==> src/rtl/coin_token_encoder_if.sv <==
// coin_token_encoder_if: coin sensor inputs, hold and amount-code outputs of the coin token encoder
interface coin_token_encoder_if #(
  parameter int DEPTH = 4
);
  logic                     coin5_raw;
  logic                     coin10_raw;
  logic                     hold;
  logic [4:0]               amt;
  logic                     reject;
  logic [$clog2(DEPTH):0]   level;
  modport master (output coin5_raw, coin10_raw, hold, input amt, reject, level);
  modport slave (input coin5_raw, coin10_raw, hold, output amt, reject, level);
endinterface

==> src/rtl/coin_token_encoder.sv <==
// coin_token_encoder: debounces coin sensors, queues coin events and emits gap-separated amount codes
module coin_token_encoder #(
  parameter int DEPTH      = 4,
  parameter int DEB_CYCLES = 4,
  parameter int GAP        = 1
) (
  input logic               clk,
  input logic               rst,
  coin_token_encoder_if.slave bus
);
  localparam int PW = $clog2(DEPTH);
  localparam int LW = PW + 1;
  localparam int CW = $clog2(DEB_CYCLES + 1);
  localparam int GW = $clog2(GAP + 1);
  localparam logic [CW-1:0] DEB_LAST = CW'(DEB_CYCLES - 1);
  logic [1:0]       s1_q, s2_q, deb_q, debp_q;
  logic [CW-1:0]    cnt_q [2];
  logic [1:0]       ev;
  logic             pend_q, push, push_ten, pop, full, push_ok, rej_q;
  logic [DEPTH-1:0] mem_q;
  logic [PW-1:0]    wp_q, rp_q;
  logic [LW-1:0]    lvl_q;
  logic [GW-1:0]    gap_q;
  logic [4:0]       amt_q;
  // bit 1 is the 10-unit line, bit 0 the 5-unit line
  assign ev       = deb_q & ~debp_q;
  assign push     = pend_q | ev[0] | ev[1];
  assign push_ten = ~pend_q & ev[1];
  assign full     = lvl_q == LW'(DEPTH);
  assign pop      = (lvl_q != '0) & ~bus.hold & (gap_q == '0);
  assign push_ok  = push & (~full | pop);
  assign bus.amt    = amt_q;
  assign bus.reject = rej_q;
  assign bus.level  = lvl_q;
  always_ff @(posedge clk or negedge rst) begin
    if (!rst) begin
      s1_q   <= '0;
      s2_q   <= '0;
      deb_q  <= '0;
      debp_q <= '0;
      for (int i = 0; i < 2; i++) cnt_q[i] <= '0;
      pend_q <= 1'b0;
      mem_q  <= '0;
      wp_q   <= '0;
      rp_q   <= '0;
      lvl_q  <= '0;
      gap_q  <= '0;
      amt_q  <= '0;
      rej_q  <= 1'b0;
    end else begin
      s1_q   <= {bus.coin10_raw, bus.coin5_raw};
      s2_q   <= s1_q;
      debp_q <= deb_q;
      for (int i = 0; i < 2; i++)
        if (s2_q[i] == deb_q[i]) cnt_q[i] <= '0;
        else if (cnt_q[i] == DEB_LAST) begin
          deb_q[i] <= s2_q[i];
          cnt_q[i] <= '0;
        end else cnt_q[i] <= cnt_q[i] + 1'b1;
      // a simultaneous 5-unit event waits one cycle behind the 10-unit coin
      pend_q <= pend_q ? ev[0] : (ev[1] & ev[0]);
      if (push_ok) begin
        mem_q[wp_q] <= push_ten;
        wp_q        <= wp_q + 1'b1;
      end
      if (pop) rp_q <= rp_q + 1'b1;
      lvl_q <= lvl_q + LW'(push_ok) - LW'(pop);
      rej_q <= push & full & ~pop;
      gap_q <= pop ? GW'(GAP) : (gap_q == '0 ? '0 : gap_q - 1'b1);
      amt_q <= pop ? (mem_q[rp_q] ? 5'd10 : 5'd5) : 5'd0;
    end
  end
endmodule

==> src/flat_wrapper.sv <==
// flat-port wrapper written by rule: the top's interface ports become plain ports
module coin_token_encoder_flat 
#(
  parameter int DEPTH      = 4,
  parameter int DEB_CYCLES = 4,
  parameter int GAP        = 1
)
  (clk, rst, bus_coin5_raw, bus_coin10_raw, bus_hold, bus_amt, bus_reject, bus_level);
  coin_token_encoder_if #(.DEPTH(DEPTH)) bus_i ();
  input logic clk;
  input logic rst;
  input wire logic [$bits(bus_i.coin5_raw)-1:0] bus_coin5_raw;
  input wire logic [$bits(bus_i.coin10_raw)-1:0] bus_coin10_raw;
  input wire logic [$bits(bus_i.hold)-1:0] bus_hold;
  output wire logic [$bits(bus_i.amt)-1:0] bus_amt;
  output wire logic [$bits(bus_i.reject)-1:0] bus_reject;
  output wire logic [$bits(bus_i.level)-1:0] bus_level;
  assign bus_i.coin5_raw = bus_coin5_raw;
  assign bus_i.coin10_raw = bus_coin10_raw;
  assign bus_i.hold = bus_hold;
  assign bus_amt = bus_i.amt;
  assign bus_reject = bus_i.reject;
  assign bus_level = bus_i.level;
  coin_token_encoder #(.DEPTH(DEPTH), .DEB_CYCLES(DEB_CYCLES), .GAP(GAP)) u_core (.clk(clk), .rst(rst), .bus(bus_i));
endmodule
==> config.mk <==
export PLATFORM = sky130hd
export DESIGN_NAME = coin_token_encoder_flat
export DESIGN_NICKNAME = d
export VERILOG_FILES = /design/src/rtl/coin_token_encoder_if.sv /design/src/rtl/coin_token_encoder.sv /design/src/flat_wrapper.sv
export SDC_FILE = /design/constraint.sdc
export NUM_CORES = 1
export LEC_CHECK = 0
export ABC_AREA = 0
export CAP_MARGIN = 20
export CORE_AREA = 2 2 59 47
export CTS_CLUSTER_DIAMETER = 30
export DETAILED_ROUTE_END_ITERATION = 10
export DIE_AREA = 0 0 61 49
export GPL_TIMING_DRIVEN = 0
export HOLD_SLACK_MARGIN = 0.05
export PLACE_DENSITY_LB_ADDON = 0.3
export SLEW_MARGIN = 20
export SYNTH_ARGS = -nofsm -noshare
export SYNTH_HDL_FRONTEND = slang
export SYNTH_SLANG_ARGS = --single-unit
==> constraint.sdc <==
create_clock -name clk -period 3.6 [get_ports clk]
set_input_delay 0.36 -clock clk [delete_from_list [all_inputs] [get_ports clk]]
set_output_delay 0.36 -clock clk [all_outputs]
set_load 0.1 [all_outputs]
==> results of run 1 <==
Yosys cell counts, types with 2 or more instances:
library cell   n  area (sq um)
inv_1          8          30.0
nand3_1        4          20.0
o211ai_1       4          30.0
nand4_1        4          25.0
nor3b_1        6          45.0
ha_1           8           100
nor3_1         4          20.0
mux2_2         2          22.5
xnor2_1        4          35.0
dfrtp_1       30           751
a31oi_1        4          25.0
nor2_1         3          11.3
buf_4          3          22.5
xor2_1         3          26.3
nor2b_1        6          37.5
and2_1         2          12.5
metal layers:
layer / global-route usage / up-vias / routed length (um)
met2: 0.274 / 18 / 940
met4: 0.0326 / 0 / 0
met1: 0.247 / 405 / 1010
met3: 0.0796 / 0 / 102
met5: 0 / - / 0
li1: - / 407 / -
cell usage in the layout (no fill, tap or decap), types with 5 or more instances in the layout:
cell type / instances
clkbuf_4: 5
clkdlybuf4s50_1: 11
dfrtp_1: 30
ha_1: 8
inv_1: 8
nor2b_1: 6
nor3b_1: 6
area by class of cell:
type / count / area (sq um)
Clock buffer: 7 / 55.1
Timing Repair Buffer: 12 / 115
Fill cell: 194 / 895
Tap cell: 36 / 45.0
Clock inverter: 1 / 5.00
Multi-Input combinational cell: 65 / 533
Inverter: 8 / 30.0
Sequential cell: 30 / 751
Buffer: 4 / 33.8
path summary, 6_finish.rpt:
path	startpoint	endpoint	slack [ns]	cells past startpoint
min	rst	u_core.s1_q[0]	0.05	1
min reg2reg	u_core.s1_q[1]	u_core.s2_q[1]	0.35	0
min in group clk	u_core.s1_q[1]	u_core.s2_q[1]	0.35	0
max reg2reg	u_core.bus.level[2]	u_core.bus.level[2]	1.34	8
max in group asynchronous	rst	u_core.mem_q[3]	3.13	1
max	u_core.bus.level[1]	bus_level[1]	1.31	1
per-stage QoR:
| step | utilization | hold slack, ns | cells | area, sq um | worst slack, ns |
|---|---|---|---|---|---|
| after detailed placement | 0.612 | 0.338 | 155 | 1510 | 0.995 |
| after global placement | 0.614 | 0.336 | 155 | 1510 | 1.03 |
| after global routing | 0.637 | 0.0737 | 163 | 1570 | 1.11 |
| after CTS | 0.637 | 0.0662 | 163 | 1570 | 1.28 |
| final | 0.637 | 0.0536 | 163 | 1570 | 1.31 |
| after floorplan | - | 0.0644 | 107 | 1350 | 0.958 |
cells by family (layout without fill, tap and decap cells):
family / Yosys count / in the layout / share of synthesized area
muxes: 4 / 4 / 0.0446
adders and majority gates: 9 / 9 / 0.0891
AOI/OAI and AO/OA: 10 / 10 / 0.0548
DFF: 30 / 30 / 0.557
other: 1 / 1 / 0.00278
buffers and inverters: 12 / 32 / 0.0474
xor gates and xnor gates: 7 / 7 / 0.0455
and+or+nand+nor: 34 / 34 / 0.159
==> impl_results.md, run 1 <==
* Run status: finished, final reports clean
* Peak clock frequency supported by timing at 0.437 GHz
* Die ar. at between 2000 and 3000 sq um
* Register area share after synthesis at 0.557
* Number of buffers created by CTS at 5
* Critical path data required time at 3.24 ns
* WL/cell at ~13 um
* Worst path cell trace: clkdlybuf4s50_1
* Hold-fix buffers, CTS at 0
* First drt pass iteration count at 4
* Clock latency on the worst-skew pair at about 0.32 ns
* Warning count from the yosys run at 0
* Critical Path Start Type: flop
* Clock skew at 0.00487 ns
* First-pass GRT wire length at 3930 um
* Period utilisation layout at 0.636
* Setup violators final at 0
* WL final at around 2000 um
* Routability cong. at ~0.79
* Vias in the first global route at 868
* Initial antenna violation count at 0
* Asr flop ratio synth at 1.00
* Routed Antenna Nets at 0
* Worst Tran Pin Value at 0.968 ns
* Slew Limit Headroom at 0.353
* Setup CP Type: flop to output port
* CTS H-tree lvls at 2
* PortBufs at 12
* Clk sinks at 30
* Mean Syn Cell Area at 12.6 sq um
* Fin nets at 140
* Yosys cell types at 28
* WP data arrival at 1.93 ns
* Via count at slightly above 800
* Clock Pin Slew Worst Setup and Hold Paths at ~0.090 ns
* Total track usage at 0.182
* Endpoints failing hold at 0
* Post-Syn Area at 1350 sq um
* Largest stage delay, worst path at 1.17 ns
* CTS tree: built
* Main synth FF type: dfrtp_1
* Die H at slightly below 50 um
* Number of diodes at 0
* Setup TNS at 0 ns
* Initial core utilization at 0.547
* Core area at between 2000 and 2500 sq um
* Synthesized net count at approximately 120
* Initial DRC Count at 22
* Largest net degree at the start of global routing at 31
* Post-Synthesis Cells at around 110
* Max Cap Viol at 0
* DR vias/cell at 5.09
* Delay-heaviest family, CP: buffers and inverters
* CTS root buf: clkbuf_4
* Post-synth EDFFs at 0
* Final min period at 2.29 ns
* Top reg by flops: u_core.cnt_q
* Grt total ovfl at 0
* Area growth from synthesis to layout at 16.3%
* Rows at 16
* CP endpoint kind: output port
* Resized Gates After CTS at 0
* Share of cells above drive strength 1 at 0.157
* Max reg flops at 6
* Max Buffers Root-to-Sink at 2
* Critical-path top delay cell: clkdlybuf4s50_1
* Post-synthesis register bit count at 30
* Placed wire-length estimate at around 1500 um
* Hold Crit Class: input port to async pin
* CP max FO at 6
* WP buf/inv at 1
* RSZ-0062 raised after global routing: false
* # DRC at 0
* Post-CTS setup buffer count at 0
* Max-slew violations at 0
* Die W at 61 um
* I/O pin cnt at 14
Power of run 1 is not shown: default switching activity piles up to over one toggle a cycle in this logic, so the estimate is an artifact.
==> run 2: changes to the inputs <==
--- a/config.mk
+++ b/config.mk
@@ -7,10 +7,10 @@
 export LEC_CHECK = 0
 export ABC_AREA = 0
 export CAP_MARGIN = 20
-export CORE_AREA = 2 2 59 47
+export CORE_AREA = 2 2 64 51
 export CTS_CLUSTER_DIAMETER = 30
 export DETAILED_ROUTE_END_ITERATION = 10
-export DIE_AREA = 0 0 61 49
+export DIE_AREA = 0 0 66 53
 export GPL_TIMING_DRIVEN = 0
 export HOLD_SLACK_MARGIN = 0.05
 export PLACE_DENSITY_LB_ADDON = 0.3
==> constraint.sdc (replaced) <==
create_clock -name clk -period 2.1 [get_ports clk]
set_input_delay 0.21 -clock clk [delete_from_list [all_inputs] [get_ports clk]]
set_output_delay 0.21 -clock clk [all_outputs]
set_load 0.1 [all_outputs]
==> impl_results.md, run 2 (synthesis gave the netlist of run 1 again) <==
* Run status: finished, final reports clean
* Core area at ~2900 sq um
* Clk sinks at 30
* Endpoints failing hold at 0
* Number of diodes at 0
* Peak clock frequency supported by timing at 0.491 GHz
* Worst path cell trace: buf_4 > clkdlybuf4s50_1
* Routed Antenna Nets at 0
* Top reg by flops: u_core.cnt_q
* Vias in the first global route at 911
* Die H at about 53 um
* Max reg flops at 6
* WL/cell at around 14 um
* Fin nets at about 150
* Initial core utilization at 0.473
* FF-to-FF setup slack at 0.08 ns
* CP max FO at 2
* Critical path data required time at between 1.5 and 2 ns
* Die ar. at between 3000 and 4000 sq um
* Hold Crit Class: flop to flop
* Die W at 66 um
* CTS root buf: clkbuf_8
* Setup CP Type: flop to output port
* Max Buffers Root-to-Sink at 2
* Period utilisation layout at 0.970
* Initial antenna violation count at 0
* Total track usage at 0.168
* Final min period at approximately 2.0 ns
* PortBufs at 12
* Max Cap Viol at 0
* Cell area after layout at 1720 sq um
* Number of buffers created by CTS at 5
* DR vias/cell at around 5
* # DRC at 0
* Final core occ at 0.603
* Placed cell count at roughly 160
* Grt total ovfl at 0
* WL final at ~2400 um
* CP endpoint kind: output port
* Critical Path Start Type: flop
* Via count at 874
* Commonest non-fill, non-tap cells in the layout: 27 x dfrtp_1, 7 x inv_1, 7 x buf_4, 7 x clkdlybuf4s50_1
* First-pass GRT wire length at 4150 um
* RSZ-0062 raised after global routing: true
* Placed instance area at approximately 1500 sq um
* Rows at 17
* Hold_ws at 0.361 ns
* Post-route insts no fill at 170
* Slew Limit Headroom at 0.357
* Clock Pin Slew Worst Setup and Hold Paths at roughly 0.060 ns
* Placed wire-length estimate at between 1500 and 2000 um
* Commonest non-fill, non-tap cell in the layout: dfrtp_1
* Largest net degree at the start of global routing at 31
* Setup violators final at 0
* I/O pin cnt at 14
* Max-slew violations at 0
* WP data arrival at 1.83 ns
* CTS tree: built
* Initial DRC Count at 12
* Routability cong. at between 0.8 and 0.9
* Worst Tran Pin Value at between 0.9 and 1 ns
* CTS H-tree lvls at 2
* Share of cells above drive strength 1 at 0.258
* Area growth from synthesis to layout at 27.6%
* Critical-path top delay cell: clkdlybuf4s50_1
* Largest stage delay, worst path at 1.11 ns
* Clock latency on the worst-skew pair at approximately 0.27 ns
* Clock skew at around 0.0038 ns
* First drt pass iteration count at 4
==> run 2: changes by cell type in the layout (fill, tap and decap cells not counted), sizes merged <==
cell,previous run,this run
buf,5,9
dlygate4sd2,0,1
dlygate4sd3,0,1
dlymetal6s2s,0,3
clkdlybuf4s50,11,7
==> run 2: cell type report <==
class	count	area (sq um)
Fill cell	234	1130
Tap cell	38	47.5
Timing Repair Buffer	17	161
Buffer	4	33.8
Clock inverter	1	5.00
Sequential cell	30	762
Clock buffer	7	86.3
Inverter	8	30.0
Multi-Input combinational cell	65	593
==> run 2: layer usage <==
| metal | track usage | part of all wire |
|---|---|---|
| met5 | 0 | 0 |
| met4 | 0.0918 | 0.022 |
| met3 | 0.0447 | 0.035 |
| met2 | 0.276 | 0.49 |
| met1 | 0.204 | 0.45 |
==> run 2: critical path, delay by kind of cell, from the launching register on <==
family	cells	cell delay, ns
buffers and inverters	2	1.21
flip-flops	1	0.34
==> run 2: timing repair <==
action	4_1_cts	5_1_grt
buffers inserted	0	4
pin swaps	1	4
endpoints found under the hold margin	30	0
hold buffers	1	0
gates resized for setup	2	9
endpoints found under the setup margin	2	4
==> run 2: final timing paths <==
path / startpoint / end / depth (start not counted)
min in group asynchronous: rst / u_core.s1_q[0] / 2
max reg2reg: u_core.bus.level[0] / u_core.bus.level[2] / 8
max: u_core.bus.amt[1] / bus_amt[3] / 2
min reg2reg: u_core.s1_q[0] / u_core.s2_q[0] / 0
max in group asynchronous: rst / u_core.bus.level[0] / 2
min: u_core.s1_q[0] / u_core.s2_q[0] / 0
==> run 2: through the flow <==
stage / setup slack (ns) / setup TNS, ns
detailed placement: -0.215 / -0.346
CTS: -0.0127 / -0.0127
finish: 0.0631 / 0
global placement: -0.171 / -0.266
floorplan: -0.0748 / -0.0748
global route: 0.00119 / 0
Power of run 2 is left out for the same reason.
==> run 3: changes to the inputs <==
--- a/config.mk
+++ b/config.mk
@@ -7,10 +7,10 @@
 export LEC_CHECK = 0
 export ABC_AREA = 0
 export CAP_MARGIN = 20
-export CORE_AREA = 2 2 64 51
+export CORE_AREA = 2 2 43 75
 export CTS_CLUSTER_DIAMETER = 30
 export DETAILED_ROUTE_END_ITERATION = 10
-export DIE_AREA = 0 0 66 53
+export DIE_AREA = 0 0 45 77
 export GPL_TIMING_DRIVEN = 0
 export HOLD_SLACK_MARGIN = 0.05
 export PLACE_DENSITY_LB_ADDON = 0.3
==> impl_results.md, run 3 (synthesis gave the netlist of run 1 again) <==
* Commonest non-fill, non-tap cells in the layout: 27 x dfrtp_1, 8 x inv_1, 7 x ha_1
* Critical-path top delay cell: dfrtp_4
* Period utilisation layout at 0.969
* Routed Antenna Nets at 0
* Critical Path Start Type: flop
* CP endpoint kind: flop
* Via count at 880
* Clock skew at ~0.0073 ns
* Clock latency on the worst-skew pair at 0.28 ns
* Commonest non-fill, non-tap cell in the layout: dfrtp_1
* Reg area at roughly 760 sq um
* M1 wire length at around 860 um
* Worst Tran Pin Value at between 0.9 and 1 ns
* Setup WS post-layout at 0.0655 ns
* CTS H-tree lvls at 2
* Placed wire-length estimate at ~1700 um
* Final core occ at 0.584
* Setup CP Type: flop to flop
* CTS tree: built
* First-pass GRT wire length at 4100 um
* I/O pin cnt at 14
* Slew Limit Headroom at 0.348
* Core area at around 2900 sq um
* Max Cap Viol at 0
* Worst path cell trace: nor3_4 > nor2_4 > ha_1 > inv_1 > ha_2 > fa_2 > xor2_1 > xnor2_1
* Endpoints failing hold at 0
* Number of buffers created by CTS at 5
* Number of diodes at 0
* Clk sinks at 30
* CP max FO at 6
* CTS root buf: clkbuf_8
* WL/cell at 14.6 um
* Fin nets at around 140
* Max reg flops at 6
* Area growth from synthesis to layout at 24.0%
* Share of cells above drive strength 1 at 0.229
* DR vias/cell at 5.53
* Clock Pin Slew Worst Setup and Hold Paths at approximately 0.06 ns
* Rows at 26
* RSZ-0062 raised after global routing: true
* Area of the multi-input gates at 563 sq um
* First drt pass iteration count at 4
* PortBufs at 12
* Fill cells at roughly 250
* Hold Crit Class: flop to flop
* Run status: finished, final reports clean
* Hold_ws at approximately 0.36 ns
* Largest stage delay, worst path at ~0.52 ns
* Critical path data required time at ~2.3 ns
* Initial antenna violation count at 0
* WP data arrival at ~2.2 ns
* Cell area after layout at roughly 1700 sq um
* Grt total ovfl at 0
* Total track usage at 0.165
* Die ar. at 3470 sq um
* Die W at 45 um
* WL met2 at 1270 um
* Delay-heaviest family, CP: adder cells
* Max Buffers Root-to-Sink at 2
* Initial core utilization at 0.471
* Top reg by flops: u_core.cnt_q
* # DRC at 0
* Max-slew violations at 0
* Met3 wire length at 71 um
* Place WS at -0.222 ns
* Largest net degree at the start of global routing at 31
* Highest layer used for signal routing: met4
* WL final at ~2300 um
* Routability cong. at between 0.7 and 0.8
* Placed instance area at about 1500 sq um
* Final min period at 2.03 ns
* Vias in the first global route at approximately 900
* Peak clock frequency supported by timing at ~0.49 GHz
* Initial DRC Count at 10
* WP buf/inv at 1
* Setup violators final at 0
* Die H at between 70 and 80 um
run 3: path summary, 6_finish.rpt:
path	from	endpoint	slack, ns	depth (start not counted)
worst min-delay path	u_core.s1_q[0]	u_core.s2_q[0]	0.36	0
min in group asynchronous	rst	u_core.bus.amt[2]	0.48	2
worst min register to register	u_core.s1_q[0]	u_core.s2_q[0]	0.36	0
worst max register to register	u_core.bus.level[1]	u_core.bus.level[2]	0.07	8
max in group asynchronous	rst	u_core.bus.level[0]	1.15	2
worst max-delay path	u_core.bus.level[1]	u_core.bus.level[2]	0.07	8
run 3: final cells by class:
type                            count  area share
Multi-Input combinational cell     65       0.337
Buffer                              4      0.0202
Clock buffer                        7      0.0516
Sequential cell                    30       0.456
Clock inverter                      1     0.00299
Tap cell                           28      0.0210
Timing Repair Buffer               16      0.0936
Inverter                            8      0.0180
run 3: timing repair:
action,4_1_cts,5_1_grt
hold buffers,1,0
endpoints found under the hold margin,30,0
gates resized for setup,1,7
setup buffers,0,3
setup endpoints to repair,1,5
pin swaps,0,4
run 3: layer usage:
metal  GRT usage  up-vias
met5           0        -
met4       0.124        0
met3      0.0424       10
met2       0.260       20
met1       0.177      434
li1            -      416
run 3: stage by stage:
step / std cells / TNS, ns
floorplan: 107 / -0.0748
global placement: 147 / -0.308
detailed placement: 147 / -0.386
CTS: 156 / 0
global route: 159 / -0.0336
finish: 159 / 0
Power of run 3 is left out for the same reason.
